**config.mk**
```make
export PLATFORM = sky130hd
export DESIGN_NAME = cipher_bus_responder_flat
export DESIGN_NICKNAME = d
export VERILOG_FILES = /design/src/rtl/cipher_bus_responder_if.sv /design/src/rtl/cipher_bus_responder.sv /design/src/flat_wrapper.sv
export SDC_FILE = /design/constraint.sdc
export NUM_CORES = 1
export LEC_CHECK = 0
export ABC_AREA = 1
export BUFFER_PORTS_ARGS = -buffer_cell sky130_fd_sc_hd__buf_2
export CORE_AREA = 2 2 207 209
export CTS_BUF_LIST = sky130_fd_sc_hd__clkbuf_4 sky130_fd_sc_hd__clkbuf_8 sky130_fd_sc_hd__clkbuf_16
export DETAILED_ROUTE_END_ITERATION = 8
export DIE_AREA = 0 0 209 211
export GPL_TIMING_DRIVEN = 0
export HOLD_SLACK_MARGIN = 0.1
export PLACE_DENSITY = 0.52
export SLEW_MARGIN = 10
export SYNTH_ARGS = -nofsm -noshare
export SYNTH_HDL_FRONTEND = slang
export SYNTH_SLANG_ARGS = --single-unit
```
**constraint.sdc**
```tcl
create_clock -name clk -period 3.7 [get_ports clk]
set_input_delay 0.185 -clock clk [delete_from_list [all_inputs] [get_ports clk]]
set_output_delay 0.185 -clock clk [all_outputs]
set_load 0.05 [all_outputs]
```
**src/rtl/cipher_bus_responder_if.sv**
```systemverilog
// cipher_bus_responder_if: request/result and round-unit signals of the cipher responder
interface cipher_bus_responder_if;
  logic         i_key_ready;
  logic [1:0]   i_key_mode;
  logic         i_enable;
  logic         i_ende;
  logic [127:0] i_data;
  logic         i_data_valid;
  logic         o_ready;
  logic [127:0] o_data;
  logic         o_data_valid;
  logic         o_abort;
  logic [127:0] o_rnd_state;
  logic [3:0]   o_rnd_idx;
  logic         o_rnd_dec;
  logic [127:0] i_rnd_result;
  modport slave (
    input  i_key_ready, i_key_mode, i_enable, i_ende, i_data, i_data_valid, i_rnd_result,
    output o_ready, o_data, o_data_valid, o_abort, o_rnd_state, o_rnd_idx, o_rnd_dec
  );
  modport master (
    output i_key_ready, i_key_mode, i_enable, i_ende, i_data, i_data_valid, i_rnd_result,
    input  o_ready, o_data, o_data_valid, o_abort, o_rnd_state, o_rnd_idx, o_rnd_dec
  );
endinterface

```
**src/rtl/cipher_bus_responder.sv**
```systemverilog
// cipher_bus_responder: sequences Nr+1 external round evaluations per accepted block
module cipher_bus_responder (
  input  logic                   clk,
  input  logic                   reset,
  cipher_bus_responder_if.slave  bus
);
  typedef enum logic {IDLE, ROUND} state_t;
  state_t       r_state, w_next;
  logic [127:0] r_sreg, r_data;
  logic [3:0]   r_idx, r_nr;
  logic         r_valid, r_abort, r_dec;
  logic         w_ready, w_accept, w_hold, w_done, w_abort;
  assign w_ready  = (r_state == IDLE) & bus.i_key_ready & (bus.i_key_mode != 2'b11) & ~reset;
  assign w_accept = w_ready & bus.i_enable & bus.i_data_valid;
  assign w_hold   = bus.i_enable & bus.i_key_ready;
  // an abort condition takes precedence over completing the final round
  assign w_abort  = (r_state == ROUND) & ~w_hold;
  assign w_done   = (r_state == ROUND) & w_hold & (r_idx == r_nr);
  always_comb begin
    w_next = r_state;
    w_next = w_accept ? ROUND : (w_done | w_abort) ? IDLE : r_state;
  end
  always_ff @(posedge clk) begin
    if (reset) begin
      r_state <= IDLE;
      r_sreg  <= '0;
      r_data  <= '0;
      r_idx   <= '0;
      r_nr    <= '0;
      r_valid <= 1'b0;
      r_abort <= 1'b0;
      r_dec   <= 1'b0;
    end else begin
      r_state <= w_next;
      r_valid <= w_done;
      r_abort <= w_abort;
      if (w_accept) begin
        r_sreg <= bus.i_data;
        r_idx  <= '0;
        r_nr   <= (bus.i_key_mode == 2'b00) ? 4'd10 : (bus.i_key_mode == 2'b01) ? 4'd12 : 4'd14;
        r_dec  <= bus.i_ende;
      end else if (r_state == ROUND) begin
        if (w_done | w_abort) begin
          r_idx <= '0;
        end else begin
          r_sreg <= bus.i_rnd_result;
          r_idx  <= r_idx + 4'd1;
        end
        if (w_done) r_data <= bus.i_rnd_result;
      end
    end
  end
  assign bus.o_ready      = w_ready;
  assign bus.o_data       = r_data;
  assign bus.o_data_valid = r_valid;
  assign bus.o_abort      = r_abort;
  assign bus.o_rnd_state  = r_sreg;
  assign bus.o_rnd_idx    = r_idx;
  assign bus.o_rnd_dec    = r_dec;
endmodule

```
**src/flat_wrapper.sv**
```systemverilog
// flat-port wrapper written by rule: the top's interface ports become plain ports
module cipher_bus_responder_flat 
  (clk, reset, bus_i_key_ready, bus_i_key_mode, bus_i_enable, bus_i_ende, bus_i_data, bus_i_data_valid, bus_i_rnd_result, bus_o_ready, bus_o_data, bus_o_data_valid, bus_o_abort, bus_o_rnd_state, bus_o_rnd_idx, bus_o_rnd_dec);
  cipher_bus_responder_if bus_i ();
  input  logic clk;
  input  logic reset;
  input wire logic [$bits(bus_i.i_key_ready)-1:0] bus_i_key_ready;
  input wire logic [$bits(bus_i.i_key_mode)-1:0] bus_i_key_mode;
  input wire logic [$bits(bus_i.i_enable)-1:0] bus_i_enable;
  input wire logic [$bits(bus_i.i_ende)-1:0] bus_i_ende;
  input wire logic [$bits(bus_i.i_data)-1:0] bus_i_data;
  input wire logic [$bits(bus_i.i_data_valid)-1:0] bus_i_data_valid;
  input wire logic [$bits(bus_i.i_rnd_result)-1:0] bus_i_rnd_result;
  output wire logic [$bits(bus_i.o_ready)-1:0] bus_o_ready;
  output wire logic [$bits(bus_i.o_data)-1:0] bus_o_data;
  output wire logic [$bits(bus_i.o_data_valid)-1:0] bus_o_data_valid;
  output wire logic [$bits(bus_i.o_abort)-1:0] bus_o_abort;
  output wire logic [$bits(bus_i.o_rnd_state)-1:0] bus_o_rnd_state;
  output wire logic [$bits(bus_i.o_rnd_idx)-1:0] bus_o_rnd_idx;
  output wire logic [$bits(bus_i.o_rnd_dec)-1:0] bus_o_rnd_dec;
  assign bus_i.i_key_ready = bus_i_key_ready;
  assign bus_i.i_key_mode = bus_i_key_mode;
  assign bus_i.i_enable = bus_i_enable;
  assign bus_i.i_ende = bus_i_ende;
  assign bus_i.i_data = bus_i_data;
  assign bus_i.i_data_valid = bus_i_data_valid;
  assign bus_i.i_rnd_result = bus_i_rnd_result;
  assign bus_o_ready = bus_i.o_ready;
  assign bus_o_data = bus_i.o_data;
  assign bus_o_data_valid = bus_i.o_data_valid;
  assign bus_o_abort = bus_i.o_abort;
  assign bus_o_rnd_state = bus_i.o_rnd_state;
  assign bus_o_rnd_idx = bus_i.o_rnd_idx;
  assign bus_o_rnd_dec = bus_i.o_rnd_dec;
  cipher_bus_responder u_core (.clk(clk), .reset(reset), .bus(bus_i));
endmodule
```
==> flow_metrics.tcl, run 1 <==
set metrics [dict create \
    status "finished clean" \
    clk_latency_ns 0.54 \
    overflow 0 \
    drive_above_1_share 0.264 \
    fin_skew_ns 0.0165 \
    place.gp.congestion 0.892 \
    cp_slowest_cell "clkbuf_1" \
    hold_viol 0 \
    endpoint_kind "register" \
    rows 75 \
    finalCritPeriodShare 0.783 \
    ys_ff_latch 267 \
    power_density_nw_per_um2 385 \
    via_count 14500 \
    synthToLayoutAreaGrowth_pct 60.6 \
    avgSynthCellArea_um2 7.09 \
    path_cells "dlygate4sd3_1 -> buf_2 -> nand2_1 -> clkbuf_1 -> clkbuf_1 -> nand4_1 -> nand2_1 -> dlygate4sd3_1 -> nand2_1 -> a21oi_1" \
    cts_tree "yes" \
    post_cts_buffers 0 \
    async_reset_ff_frac 0 \
    die-area_um2 44100 \
    hp-class "input port to register" \
    maxCapViolCount 0 \
    cp-start-kind "input port" \
    final_cell_mix "582 x buf_2, 401 x nand2_1, 267 x dfxtp_1" \
    cts_buffers 34 \
    cp.arrival_ns 3.36 \
    cp.required_ns 4.16 \
    ant_nets 0 \
    grt_pass1_vias 14300 \
    nets 2730 \
    grt_usage 0.237 \
    io_pins 528 \
    relSlewSlack 0.198 \
    timing.critical_path.mode_cell "nand2_1" \
    grt_max_degree 12 \
    coreArea_um2 41800 \
    ys_types 20 \
    clockBufferDepth 3 \
    leakage_nw 8.56 \
    p_total_mw 7.19 \
    viasPerCell 4.77 \
    slowest_delay_ns 0.90 \
    setup_viol 0 \
    path_clk_slew_ns 0.06 \
    initial_core_util 0.279 \
    cts_max_level 2 \
    layout.cells.most_common "buf_2" \
    wire_per_inst_um 17.8 \
    ys_seq_area_frac 0.459 \
    rsz0062_at_grt "no" \
    syn_nets 1906 \
    peakVddDrop_v 0.000365 \
    rrSetupSlack_ns 1.18 \
    drt_iter0_markers 840 \
    port_buffers 526 \
    timing.setup.tns_ns 0 \
    clock_sinks 267 \
    drv_slew 0 \
    crit_type "input port to register" \
    grt_pass1_wl_mm 81.4 \
    yosysWarnings 0 \
    syn_area_um2 11600 \
    routed_wl_mm 54.0 \
    drtPass1Iterations 5 \
    cp_max_fo 10 \
    drc_errors 0 \
    antenna_found_initial 4 \
    ys.flop_type "dfxtp_1" \
    dp_hpwl_mm 40.0 \
    fillers 4344 \
    syn_inst 1641 \
    tightest_slew_ns 1.20 \
    synth_edf_count 0 \
    cts_root_buf "clkbuf_16" \
    die_height_um 211 \
    post-route-min-period_ns 2.90 \
    die_w_um 209 \
    clock.fmax_mhz 345 \
]
[stage by stage]
step | instances | worst slack, ns | util | instance area, um2 | hold slack, ns
floorplan | 1641 | 1.84 | - | 11600 | 0.324
global placement | 2706 | 1.03 | 0.358 | 14900 | 0.429
detailed placement | 2706 | 1.23 | 0.358 | 14900 | 0.432
CTS | 3027 | 0.843 | 0.447 | 18700 | 0.127
global route | 3030 | 0.639 | 0.448 | 18700 | 0.188
finish | 3030 | 0.805 | 0.448 | 18700 | 0.164
[cell type report]
| cell class | count | area [um2] | share of cell area |
|---|---|---|---|
| flip-flops and latches | 267 | 5350 | 0.286 |
| repair buffers | 788 | 5260 | 0.281 |
| multi-input cells | 1076 | 5080 | 0.272 |
| clock buffers | 54 | 1080 | 0.0580 |
| plain buffers | 156 | 687 | 0.0368 |
| well taps | 539 | 674 | 0.0361 |
| inverters | 142 | 533 | 0.0285 |
| clock inverters | 5 | 25.0 | 0.00134 |
| diodes | 3 | 7.51 | 0.000402 |
[layer usage]
metal	vias up	track usage	wire (um)
met5	-	0	0
met4	0	0.0993	2010
met3	115	0.0528	3720
met2	555	0.407	25700
met1	6648	0.285	22600
li1	7133	-	-
[critical path: cells and delay by family]
kind	cells	cell delay [ns]
AO/OA/AOI/OAI	1	0.12
AND/OR/NAND/NOR	4	0.43
buffers and inverters	5	2.60
[where the power goes]
group	switching [mW]	total, mW	internal [mW]
clock network	1.29	3.30	2.01
logic	0.551	0.959	0.409
registers	0.0195	2.93	2.91
[Yosys cell counts (2+ instances only)]
cell,number,area share
nor3_1,2,0.00086
nor3_4,2,0.0028
a21oi_1,260,0.11
nor2_1,12,0.0039
nand2_2,2,0.0011
nand3_1,131,0.056
clkbuf_1,86,0.028
xor2_1,2,0.0015
buf_2,56,0.024
nand2_1,401,0.13
buf_4,8,0.0052
buf_1,6,0.0019
inv_1,141,0.045
dfxtp_1,267,0.46
o21ai_0,133,0.057
nand4_1,128,0.069
[final timing paths]
path / start / to / cells after the start
min: bus_i_key_ready / u_core.bus.o_rnd_idx[1] / 5
max reg2reg: u_core.r_state / u_core.bus.o_rnd_state[73] / 10
min reg2reg: u_core.bus.o_data[113] / u_core.bus.o_data[113] / 2
max: bus_i_key_mode[0] / u_core.bus.o_rnd_state[73] / 10
[cell families after synthesis]
group / count (synthesis) / share of synthesized area
and+or+nand+nor: 679 / 0.264
AOI/OAI and AO/OA: 394 / 0.170
buffers and inverters: 298 / 0.105
DFF: 267 / 0.459
xor gates and xnor gates: 2 / 0.00151
adders and majority gates: 1 / 0.00107
[flip-flops by register name (all words and copies together), names as in the netlist]
signal                   flops
u_core.bus.o_rnd_dec         1
u_core.r_nr                  3
u_core.bus.o_abort           1
u_core.bus.o_data_valid      1
u_core.r_state               1
u_core.bus.o_data          128
u_core.bus.o_rnd_idx         4
u_core.bus.o_rnd_state     128
[repair_timing]
action / 4_1_cts / 5_1_grt
endpoints found under the hold margin: 260 / 0
gates resized for setup: 0 / 0
hold buffers: 262 / 0
(Power assumes the default switching activity.)
==> run 2, diff against run 1 <==
==> constraint.sdc (replaced) <==
create_clock -name clk -period 2.7 [get_ports clk]
set_input_delay 0.135 -clock clk [delete_from_list [all_inputs] [get_ports clk]]
set_output_delay 0.135 -clock clk [all_outputs]
set_load 0.05 [all_outputs]
==> flow_metrics.tcl, run 2 (synthesis results as in run 1) <==
set metrics [dict create \
    hp-class "input port to register" \
    post_cts_buffers 0 \
    place.gp.congestion 0.892 \
    port_buffers 526 \
    synthToLayoutAreaGrowth_pct 60.6 \
    ctsResizeCount 0 \
    peakVddDrop_v 0.000500 \
    io_pins 528 \
    cts_tree "yes" \
    status "finished clean" \
    startpoint "u_core.bus.o_rnd_idx[1]" \
    fin_area_um2 18700 \
    grt_max_degree 12 \
    cp_max_fo 10 \
    holdCritStartpoint "reset" \
    leakage_nw 8.57 \
    tightest_slew_ns 1.23 \
    path_clk_slew_ns 0.06 \
    clk_latency_ns 0.54 \
    r2r_cells 7 \
    cts_buffers 34 \
    rrSetupSlack_ns 0.29 \
    timing.setup.tns_ns 0 \
    fillers 4338 \
    hold_viol 0 \
    clock_sinks 267 \
    drive_above_1_share 0.264 \
    relSlewSlack 0.179 \
    nets 2731 \
    drv_slew 0 \
    drt_iter0_markers 879 \
    fin_skew_ns 0.0151 \
    wire_per_inst_um 17.8 \
    die-area_um2 44100 \
    routed_wl_mm 54.0 \
    dp_hpwl_mm 40.0 \
    rsz0062_at_grt "no" \
    worst_r2r_startpoint "u_core.bus.o_rnd_idx[1]" \
    power_density_nw_per_um2 526 \
    grt_usage 0.236 \
    grt_pass1_wl_mm 81.4 \
    crit_type "register to register" \
    drc_errors 0 \
    initial_core_util 0.279 \
    multi_input_area_um2 5080 \
    coreArea_um2 41800 \
    cts_root_buf "clkbuf_16" \
    die_height_um 211 \
    via_count 14500 \
    viasPerCell 4.78 \
    r2r_end "u_core.bus.o_data[91]" \
    antenna_found_initial 4 \
    finalCritPeriodShare 0.893 \
    grt_pass1_vias 14300 \
    p_total_mw 9.84 \
    endpoint_kind "register" \
    maxCapViolCount 0 \
    cp-start-kind "register" \
    drtPass1Iterations 5 \
    post-route-min-period_ns 2.41 \
    cts_max_level 2 \
    cp.arrival_ns 2.82 \
    overflow 0 \
    final_cell_mix "582 x buf_2, 401 x nand2_1, 267 x dfxtp_1" \
    place_ws_ns 0.231 \
    die_w_um 209 \
    instances_no_fill 3031 \
    clock.fmax_mhz 415 \
    rows 75 \
    dp.cells 2706 \
    critPathCapture "u_core.bus.o_data[91]" \
    regArea_um2 5350 \
    layout.cells.most_common "buf_2" \
    place_area_um2 14900 \
    setup_viol 0 \
    cp.required_ns 3.11 \
    ant_nets 0 \
    clockBufferDepth 3 \
    setup_slack_ns 0.289 \
]
## run 2: changes by cell type in the layout (fill, tap and decap cells not counted)
cell	previous run	this run
dlygate4sd3_1	262	263
## run 2: metal layers
metal	vias to the layer above	global-route usage	wire, um	share of wire
li1	7137	-	-	-
met1	6667	0.283	22400	0.42
met4	0	0.100	2010	0.037
met3	113	0.0555	3850	0.071
met5	-	0	0	0
met2	558	0.406	25700	0.48
## run 2: how the worst min path moves through the flow
stage / end / slack (ns) / cells after the start
final: u_core.bus.o_rnd_idx[2] / 0.18 / 4
after floorplan: u_core.r_nr[2] / 0.27 / 2
after detailed placement: u_core.bus.o_rnd_dec / 0.41 / 3
after global routing: u_core.bus.o_rnd_idx[2] / 0.21 / 4
after CTS: u_core.bus.o_rnd_idx[2] / 0.16 / 4
after global placement: u_core.bus.o_rnd_dec / 0.40 / 3
## run 2: stage by stage
stage,utilization,hold slack [ns]
after detailed placement,0.358,0.408
after CTS,0.448,0.161
after global placement,0.358,0.399
final,0.448,0.184
after floorplan,-,0.274
after global routing,0.448,0.214
## run 2: cell type report
class | count | area share
clock buffers | 54 | 0.0580
plain buffers | 156 | 0.0367
multi-input cells | 1076 | 0.271
flip-flops and latches | 267 | 0.286
clock inverters | 5 | 0.00134
repair buffers | 789 | 0.282
inverters | 142 | 0.0285
well taps | 539 | 0.0361
diodes | 3 | 0.000401
## run 2: where the power goes
group | total [mW] | switching, mW | leakage (nW) | internal [mW]
Sequential | 4.02 | 0.0265 | 2.15 | 3.99
Clock | 4.51 | 1.76 | 0.567 | 2.75
Combinational | 1.31 | 0.754 | 5.84 | 0.559
## run 2: worst max-delay path, stage by stage (launching register included)
cell and delay, ns:
dfxtp_1 0.43, nand2_1 0.08, nand2_1 0.07, nor2_1 0.05, nand3_2 0.20, clkbuf_1 0.88
buf_2 0.44, a21oi_1 0.11
## run 2: timing repair
| item | in CTS | in global routing |
|---|---|---|
| hold buffers | 263 | 0 |
| setup endpoints to repair | 0 | 0 |
| endpoints found under the hold margin | 260 | 0 |
==> run 3, diff against run 2 <==
--- a/config.mk
+++ b/config.mk
@@ -8,7 +8,6 @@
 export ABC_AREA = 1
 export BUFFER_PORTS_ARGS = -buffer_cell sky130_fd_sc_hd__buf_2
 export CORE_AREA = 2 2 207 209
-export CTS_BUF_LIST = sky130_fd_sc_hd__clkbuf_4 sky130_fd_sc_hd__clkbuf_8 sky130_fd_sc_hd__clkbuf_16
 export DETAILED_ROUTE_END_ITERATION = 8
 export DIE_AREA = 0 0 209 211
 export GPL_TIMING_DRIVEN = 0
==> flow_metrics.tcl, run 3 (synthesis results as in run 1) <==
set metrics [dict create \
    routed_wl_mm 54.0 \
    overflow 0 \
    port_buffers 526 \
    hold_viol 0 \
    path_cells "nand2_1 -> nand2_1 -> nor2_1 -> nand3_2 -> clkbuf_1 -> buf_2 -> a21oi_1" \
    final_cell_mix "582 x buf_2, 401 x nand2_1, 267 x dfxtp_1" \
    synthToLayoutAreaGrowth_pct 60.2 \
    setup_viol 0 \
    dp.cells 2706 \
    cts_tree "yes" \
    clockBufferDepth 3 \
    rsz0062_at_grt "no" \
    cp.arrival_ns 2.83 \
    clock.fmax_mhz 412 \
    drv_slew 0 \
    hold_ws_ns 0.184 \
    place.gp.congestion 0.892 \
    cp_max_fo 10 \
    clk_latency_ns 0.54 \
    grt_pass1_vias 14400 \
    io_pins 528 \
    ant_nets 0 \
    timing.critical_path.mode_cell "nand2_1" \
    leakage_nw 8.52 \
    layout.cells.most_common "buf_2" \
    viasPerCell 4.79 \
    drt_iter0_markers 859 \
    nets 2731 \
    crit_family "buffers and inverters" \
    finalCritPeriodShare 0.898 \
    cp.required_ns 3.11 \
    via_count 14500 \
    cts_root_buf "clkbuf_16" \
    coreArea_um2 41800 \
    tightest_slew_ns 1.22 \
    cts_max_level 2 \
    cp_slowest_cell "clkbuf_1" \
    power_density_nw_per_um2 522 \
    initial_core_util 0.279 \
    wire_per_inst_um 17.8 \
    relSlewSlack 0.185 \
    status "finished clean" \
    instances_no_fill 3031 \
    clock_sinks 267 \
    fin_skew_ns 0.0161 \
    cp-start-kind "register" \
    endpoint_kind "register" \
    path_clk_slew_ns 0.06 \
    path_buf_inv 2 \
    ctsResizeCount 0 \
    post-route-min-period_ns 2.42 \
    die_height_um 211 \
    timing.setup.tns_ns 0 \
    fin_util 0.447 \
    slowest_delay_ns 0.89 \
    die_w_um 209 \
    grt_max_degree 12 \
    place_area_um2 14900 \
    maxCapViolCount 0 \
    hp-class "input port to register" \
    fin_area_um2 18700 \
    drive_above_1_share 0.259 \
    antenna_found_initial 4 \
    drtPass1Iterations 5 \
    crit_type "register to register" \
    dp_hpwl_mm 40.0 \
    peakVddDrop_v 0.000416 \
    grt_pass1_wl_mm 81.6 \
    drc_errors 0 \
    cts_buffers 34 \
    rows 75 \
    die-area_um2 44100 \
    grt_usage 0.237 \
]
[run 3: cell counts in the layout (fill, tap and decap cells not counted)]
Identical to the previous run, type by type.
[run 3: path summary, 6_finish.rpt]
check	startpoint	endpoint	slack [ns]	cells past startpoint
hold reg to reg	u_core.bus.o_data[110]	u_core.bus.o_data[110]	0.44	2
setup reg to reg	u_core.bus.o_rnd_idx[1]	u_core.bus.o_data[91]	0.28	7
setup / recovery	u_core.bus.o_rnd_idx[1]	u_core.bus.o_data[91]	0.28	7
hold / removal	reset	u_core.bus.o_rnd_idx[2]	0.18	4
[run 3: layer usage]
metal / GRT usage / wire (um) / up-vias
li1: - / - / 7137
met1: 0.283 / 22400 / 6696
met2: 0.404 / 25500 / 579
met3: 0.0568 / 3920 / 115
met4: 0.107 / 2170 / 0
met5: 0 / 0 / -
[run 3: final cells by class]
class / count / area, um2
fill: 4346 / 23100
sequential: 267 / 5350
timing repair buffer: 789 / 5270
multi-input combinational: 1076 / 5080
clock buffer: 54 / 1040
buffer: 156 / 687
tap: 539 / 674
inverter: 142 / 533
clock inverter: 5 / 25.0
antenna: 3 / 7.51
[run 3: repair_timing]
action | in CTS | in global routing
buffers inserted | 0 | 0
hold buffers | 263 | 0
endpoints found under the hold margin | 260 | 0
[run 3: where the power goes]
| part | switching, mW | leakage, nW | internal, mW | total, mW |
|---|---|---|---|---|
| Combinational | 0.755 | 5.84 | 0.559 | 1.31 |
| Clock | 1.77 | 0.526 | 2.63 | 4.40 |
| Sequential | 0.0265 | 2.15 | 3.99 | 4.02 |
| Total | 2.55 | 8.52 | 7.18 | 9.73 |
[run 3: worst min-delay path: stages]
cell and delay [ns]:
buf_2 0.26, nor2_1 0.17, nand2_1 0.07, nor2_1 0.03
[run 3: metrics by stage]
step / setup slack [ns] / total power [mW]
floorplan: 0.839 / 4.64
global placement: 0.0830 / 5.10
detailed placement: 0.231 / 5.10
CTS: 0.215 / 9.84
global route: 0.145 / 10.1
finish: 0.275 / 9.73
